## src/rtl/sc_pkg.sv

```systemverilog
// Shared constants and helpers for the stochastic-computing blocks.
// Window length, saturation limits and bipolar offset as functions of width.
package sc_pkg;

  function automatic int unsigned winLen(input int unsigned bw);
    return 32'd1 << bw;
  endfunction

  function automatic int unsigned uniMax(input int unsigned bw);
    return winLen(bw) - 32'd1;
  endfunction

  function automatic int unsigned bipOffset(input int unsigned bw);
    return winLen(bw) >> 1;
  endfunction

  function automatic int bipMax(input int unsigned bw);
    return int'(bipOffset(bw)) - 1;
  endfunction

  function automatic int bipMin(input int unsigned bw);
    return -int'(bipOffset(bw));
  endfunction

endpackage

```

## src/rtl/sc_bitstream_decoder_if.sv

```systemverilog
// Result handshake bundle of the stochastic bitstream decoder.
// master drives the result; slave consumes it and drives iReady.
interface sc_bitstream_decoder_if #(
  parameter int BITWIDTH = 8
);
  logic [BITWIDTH-1:0] oData;
  logic                oValid;
  logic                iReady;
  logic                oOvf;
  logic                oBusy;

  modport master (
    output oData, oValid, oOvf, oBusy,
    input  iReady
  );

  modport slave (
    input  oData, oValid, oOvf, oBusy,
    output iReady
  );
endinterface

```

## src/rtl/sc_bitstream_decoder_win_cnt.sv

```systemverilog
// Window counter for the bitstream decoder (module sc_win_cnt).
// Wrap strobe is combinational: enabled sample at the all-ones count.
module sc_win_cnt #(
  parameter int BITWIDTH = 8
) (
  input  logic                iClk,
  input  logic                iRst,
  input  logic                iEn,
  input  logic                iClr,
  output logic [BITWIDTH-1:0] oCnt,
  output logic                oWrap
);

  // Advance on enabled samples, wrapping naturally at 2^BITWIDTH.
  always_ff @(posedge iClk) begin
    if (iRst) begin
      oCnt <= '0;
    end else if (iClr) begin
      oCnt <= '0;
    end else if (iEn) begin
      oCnt <= oCnt + 1'b1;
    end
  end

  assign oWrap = iEn && (&oCnt);

endmodule

```

## src/rtl/sc_bitstream_decoder.sv

```systemverilog
// Stochastic bitstream decoder: counts ones over 2^BITWIDTH enabled cycles.
// Define SC_DECODER_BIPOLAR_EN for two's-complement bipolar output.
module sc_bitstream_decoder
  import sc_pkg::*;
#(
  parameter int BITWIDTH = 8
) (
  input  logic iClk,
  input  logic iRst,
  input  logic iEn,
  input  logic iClr,
  input  logic iBit,
  sc_bitstream_decoder_if.master bus
);

  logic [BITWIDTH-1:0] winCnt;
  logic                winEnd;
  logic [BITWIDTH:0]   onesCnt;
  logic [BITWIDTH:0]   total;
  logic [BITWIDTH-1:0] dec;
  logic [BITWIDTH-1:0] dataQ;
  logic                validQ;
  logic                ovfQ;
  logic                xfer;

  sc_win_cnt #(
    .BITWIDTH(BITWIDTH)
  ) uWinCnt (
    .iClk (iClk),
    .iRst (iRst),
    .iEn  (iEn),
    .iClr (iClr),
    .oCnt (winCnt),
    .oWrap(winEnd)
  );

  assign total = onesCnt + {{BITWIDTH{1'b0}}, iBit};
  assign xfer  = validQ && bus.iReady;

`ifdef SC_DECODER_BIPOLAR_EN
  localparam logic [BITWIDTH:0] Off =
    (BITWIDTH+1)'(bipOffset(BITWIDTH));
  localparam logic [BITWIDTH-1:0] BipHi =
    BITWIDTH'(bipMax(BITWIDTH));

  // Offset by N/2; only total == N exceeds the positive limit.
  always_comb begin
    dec = BITWIDTH'(total - Off);
    if (total[BITWIDTH]) dec = BipHi;
  end
`else
  localparam logic [BITWIDTH-1:0] UniHi =
    BITWIDTH'(uniMax(BITWIDTH));

  // Saturate the single overflow case total == N to N-1.
  always_comb begin
    dec = total[BITWIDTH-1:0];
    if (total[BITWIDTH]) dec = UniHi;
  end
`endif

  // Accumulate ones; load result and manage valid/overrun at window end.
  always_ff @(posedge iClk) begin
    if (iRst) begin
      onesCnt <= '0;
      dataQ   <= '0;
      validQ  <= 1'b0;
      ovfQ    <= 1'b0;
    end else if (iClr) begin
      onesCnt <= '0;
      validQ  <= 1'b0;
      ovfQ    <= 1'b0;
    end else begin
      if (iEn) begin
        onesCnt <= winEnd ? '0 : total;
      end
      if (winEnd) begin
        dataQ  <= dec;
        validQ <= 1'b1;
        if (validQ && !bus.iReady) ovfQ <= 1'b1;
      end else if (xfer) begin
        validQ <= 1'b0;
      end
    end
  end

  assign bus.oData  = dataQ;
  assign bus.oValid = validQ;
  assign bus.oOvf   = ovfQ;
  assign bus.oBusy  = (winCnt != '0);

endmodule

```

## src/flat_wrapper.sv

```systemverilog
// flat-port wrapper written by rule: the top's interface ports become plain ports
module sc_bitstream_decoder_flat import sc_pkg::*;
#(
  parameter int BITWIDTH = 8
)
  (iClk, iRst, iEn, iClr, iBit, bus_oData, bus_oValid, bus_oOvf, bus_oBusy, bus_iReady);
  sc_bitstream_decoder_if #(.BITWIDTH(BITWIDTH)) bus_i ();
  input  logic iClk;
  input  logic iRst;
  input  logic iEn;
  input  logic iClr;
  input  logic iBit;
  output wire logic [$bits(bus_i.oData)-1:0] bus_oData;
  output wire logic [$bits(bus_i.oValid)-1:0] bus_oValid;
  output wire logic [$bits(bus_i.oOvf)-1:0] bus_oOvf;
  output wire logic [$bits(bus_i.oBusy)-1:0] bus_oBusy;
  input wire logic [$bits(bus_i.iReady)-1:0] bus_iReady;
  assign bus_oData = bus_i.oData;
  assign bus_oValid = bus_i.oValid;
  assign bus_oOvf = bus_i.oOvf;
  assign bus_oBusy = bus_i.oBusy;
  assign bus_i.iReady = bus_iReady;
  sc_bitstream_decoder #(.BITWIDTH(BITWIDTH)) u_core (.iClk(iClk), .iRst(iRst), .iEn(iEn), .iClr(iClr), .iBit(iBit), .bus(bus_i));
endmodule
```

## config.mk

```make
export PLATFORM = sky130hd
export DESIGN_NAME = sc_bitstream_decoder_flat
export DESIGN_NICKNAME = d
export VERILOG_FILES = /design/src/rtl/sc_pkg.sv /design/src/rtl/sc_bitstream_decoder_if.sv /design/src/rtl/sc_bitstream_decoder_win_cnt.sv /design/src/rtl/sc_bitstream_decoder.sv /design/src/flat_wrapper.sv
export SDC_FILE = /design/constraint.sdc
export NUM_CORES = 1
export LEC_CHECK = 0
export ABC_CLOCK_PERIOD_IN_PS = 1700
export BUFFER_PORTS_ARGS = -buffer_cell sky130_fd_sc_hd__buf_2
export CAP_MARGIN = 20
export CORE_MARGIN = 4
export CORE_UTILIZATION = 50
export DETAILED_ROUTE_END_ITERATION = 10
export PLACE_DENSITY = 0.72
export RECOVER_POWER = 100
export SLEW_MARGIN = 25
export SYNTH_ARGS = -nofsm -noshare
export SYNTH_HDL_FRONTEND = slang
export SYNTH_SLANG_ARGS = --single-unit
```

## constraint.sdc

```tcl
create_clock -name iClk -period 1.7 [get_ports iClk]
set_clock_uncertainty 0.1 [all_clocks]
set_input_delay 0.085 -clock iClk [delete_from_list [all_inputs] [get_ports iClk]]
set_output_delay 0.085 -clock iClk [all_outputs]
set_load 0.005 [all_outputs]
```

==> impl_metrics.csv <==
group,metric,value,unit
timing,hold_violations,0,
synthesis,synthAdderAreaFrac,0.03842,
finish,fin_nets,181,
synthesis,yosys_warnings,0,
routing,wl_met2,1.506,mm
finish,diodes,0,
finish,layout.cells.non_filler,200,
finish,layout_commonest_cell,"dfxtp_1",
worst_setup_path,crit_slowest_cell,"or3_4",
routing,first_pass_iters,4,
worst_setup_path,path_common_cell,"ha_4",
timing,finalMaxSlewViolations,0,
routing,drt-initial-drc-count,45,
timing,clock.fmax,589.8,MHz
routing,topRoutingLayerUsed,"met4",
synthesis,syn_avg_cell_area,9.173,um^2
synthesis,synthXorXnorAreaFrac,0.08742,
run_status,run_status,"complete, no violations",
routing,routed-via-count,1118,
floorplan,dieArea,3486,um^2
worst_setup_path,critPathLaunchType,"flip-flop",
synthesis,postSynthCellCount,142,
synthesis,synth_top_family_by_area,"simple AND/OR/NAND/NOR gates",
timing,min_period,1.696,ns
routing,totalWireLength,2.979,mm
cts,clock-sinks,27,
cts,clock_latency,0.33,ns
power_and_ir_drop,power_density,621.2,nW/um^2
power_and_ir_drop,finalPower,0.0009894,W
routing,routed_via_density,5.590,
place,gp_congestion,0.8243,
routing,route.met3.wl,75,um
hold_path,hold_class,"in2reg",
finish,drive_above_1_share,0.2941,
routing,met1_length,1.313,mm
floorplan,fp.coreArea,2477,um^2
routing,drtAntennaViolNets,0,
synthesis,syn-cell-area,1302,um^2
worst_setup_path,cp_max_fo,8,
job,max-cap-violations,0,
synthesis,syn-num-nets,152,
synthesis,synthMuxAreaShare,0.007685,
floorplan,rows,18,
routing,routedWlPerCell,14.90,um
floorplan,pin_count,17,
synthesis,synth_cell_types,33,
place,portBuffers,16,
place,dpl.hpwl,2.139,mm
grt,grt_overflow,0,
grt,grt_start_max_net_pins,17,
timing,worst_pin_slew,0.6205,ns
timing,setup_viol,0,
synthesis,synth_compound_area_frac,0.1604,
grt,antenna_found_initial,0,
worst_setup_path,cp-end-kind,"flip-flop",
finish,fillCellCount,232,
cts,cts.clk_slew.worst_paths,0.14,ns
place,placedCellCount,191,
cts,cts_buffer_depth,2,
grt,grt_pass1_wl,5.216,mm
cts,cts_tree,"built",
grt,grt_pass1_vias,1150,
floorplan,start_util,0.5258,
finish,layout_common_cells,"dfxtp_1 (25), nor2_1 (21), buf_2 (14), buf_4 (11), nand3_1 (10)",
worst_setup_path,cp.arrival,1.86,ns
power_and_ir_drop,peakVddDrop,404.2,uV
timing,grt_setup_unrepaired,"true",
floorplan,dieHeight,59.04,um
cts,root_buffer,"clkbuf_4",
finish,fin_util,0.6429,
timing,fin_crit_sh,0.9974,
worst_setup_path,criticalPathCategory,"reg2reg",
worst_setup_path,cpPeakStageDelay,0.39,ns
timing,relSlewSlack,0.5863,
timing,fin_hold_ws,0.07285,ns
synthesis,yosysSeqAreaShare,0.4150,
routing,drc,0,
timing,setup_slack,0.004492,ns
grt,track_usage,0.1995,
cts,htreeDepth,1,
synthesis,synthSimpleGateAreaFrac,0.2450,
power_and_ir_drop,p_leak,0.5774,nW
worst_setup_path,crit_chain,"ha_4 > ha_4 > nand4_4 > or3_4 > and3_4 > a211oi_2",
place,place_ws,-0.1315,ns
floorplan,chipWidth,59.04,um
cts,cts_made_buffers,3,
finish,synthToLayoutAreaGrowth,22.29,%
worst_setup_path,worstPathRequired,1.86,ns
synthesis,ys_ff_latch,27,
==> critical path, delay by kind of cell (launching register included) <==
family / cells / cell delay, ns
AOI/OAI and AO/OA: 1 / 0.19
DFF: 1 / 0.37
adders and majority gates: 2 / 0.28
and+or+nand+nor: 3 / 0.67
==> kinds of logic (layout without fill, tap and decap cells) <==
family | Yosys count | in the layout
XOR/XNOR | 13 | 13
AND/OR/NAND/NOR | 60 | 60
flip-flops | 27 | 27
AO/OA/AOI/OAI | 24 | 24
adder cells (fa/ha/maj) | 4 | 4
multiplexers | 1 | 1
buffers and inverters | 13 | 41
==> timing repair <==
action	4_1_cts	5_1_grt
pin swaps	3	4
hold buffers	3	0
endpoints found under the setup margin	8	14
gates resized for setup	3	8
hold endpoints to repair	10	0
buffers inserted	1	1
cloned	0	0
==> state kept, by name, summed over array words and instances, names as in the netlist <==
name / count
u_core.uWinCnt.oCnt: 8
u_core.bus.oValid: 1
u_core.onesCnt: 9
u_core.bus.oData: 8
u_core.bus.oOvf: 1
==> Yosys cell counts <==
cell / count / area share
nor3_1: 1 / 0.0038
inv_1: 6 / 0.017
dfxtp_1: 27 / 0.41
nand3_1: 10 / 0.038
nor2_1: 23 / 0.066
or2_2: 1 / 0.0048
mux2i_1: 1 / 0.0077
and4_1: 2 / 0.013
nand2_1: 3 / 0.0086
xor2_1: 5 / 0.034
nor3_2: 1 / 0.0077
nor4_1: 2 / 0.0096
and2_1: 1 / 0.0048
nor3b_1: 3 / 0.017
o21ai_0: 6 / 0.023
nand4_1: 2 / 0.0096
nand3b_1: 1 / 0.0058
nor2b_1: 1 / 0.0048
nor4b_1: 1 / 0.0067
xnor2_1: 8 / 0.054
nand2b_1: 3 / 0.014
a32o_1: 4 / 0.031
buf_6: 1 / 0.0086
and3_1: 3 / 0.014
a21oi_1: 3 / 0.012
clkbuf_1: 3 / 0.0086
o21a_1: 2 / 0.012
o32ai_1: 1 / 0.0067
nand4_2: 1 / 0.0096
a211oi_2: 8 / 0.077
buf_2: 3 / 0.012
or3_1: 1 / 0.0048
ha_1: 4 / 0.038
==> layer usage <==
layer / global-route usage / vias up
met3: 0.03050 / 9
met4: 0.1197 / 0
met2: 0.3312 / 18
met5: 0 / -
li1: - / 556
met1: 0.2418 / 535
==> layout make-up <==
cell class | instances | area (um^2) | area share
timing repair buffer | 31 | 195.2 | 0.1225
sequential | 27 | 543.0 | 0.3409
clock buffer | 4 | 26.28 | 0.01650
inverter | 6 | 22.52 | 0.01414
multi-input combinational | 102 | 768.2 | 0.4823
tap | 30 | 37.54 | 0.02357
==> power breakdown <==
part	switching (W)	internal (W)	leakage [nW]
Clock	0.000193	0.0000922	0.0150
Combinational	0.0000370	0.0000295	0.344
Sequential	0.00000202	0.000636	0.219
==> stage by stage <==
| step | instance area [um^2] | TNS (ns) |
|---|---|---|
| floorplan | 1338 | -0.06207 |
| global placement | 1493 | -0.3327 |
| detailed placement | 1493 | -0.9645 |
| CTS | 1567 | -0.01176 |
| global route | 1593 | -0.4768 |
| finish | 1593 | 0 |
==> path summary, 6_finish.rpt <==
check	start	end	depth (start not counted)	slack (ns)
max	u_core.onesCnt[0]$_SDFFE_PP0P_	u_core.bus.oData[7]$_SDFFE_PP0P_	6	0.004
min	iClr	u_core.onesCnt[4]$_SDFFE_PP0P_	3	0.07
max reg2reg	u_core.onesCnt[0]$_SDFFE_PP0P_	u_core.bus.oData[7]$_SDFFE_PP0P_	6	0.004
min reg2reg	u_core.bus.oOvf$_SDFFE_PP0P_	u_core.bus.oOvf$_SDFFE_PP0P_	1	0.40
Note: power is estimated with default switching activity, not from simulation.
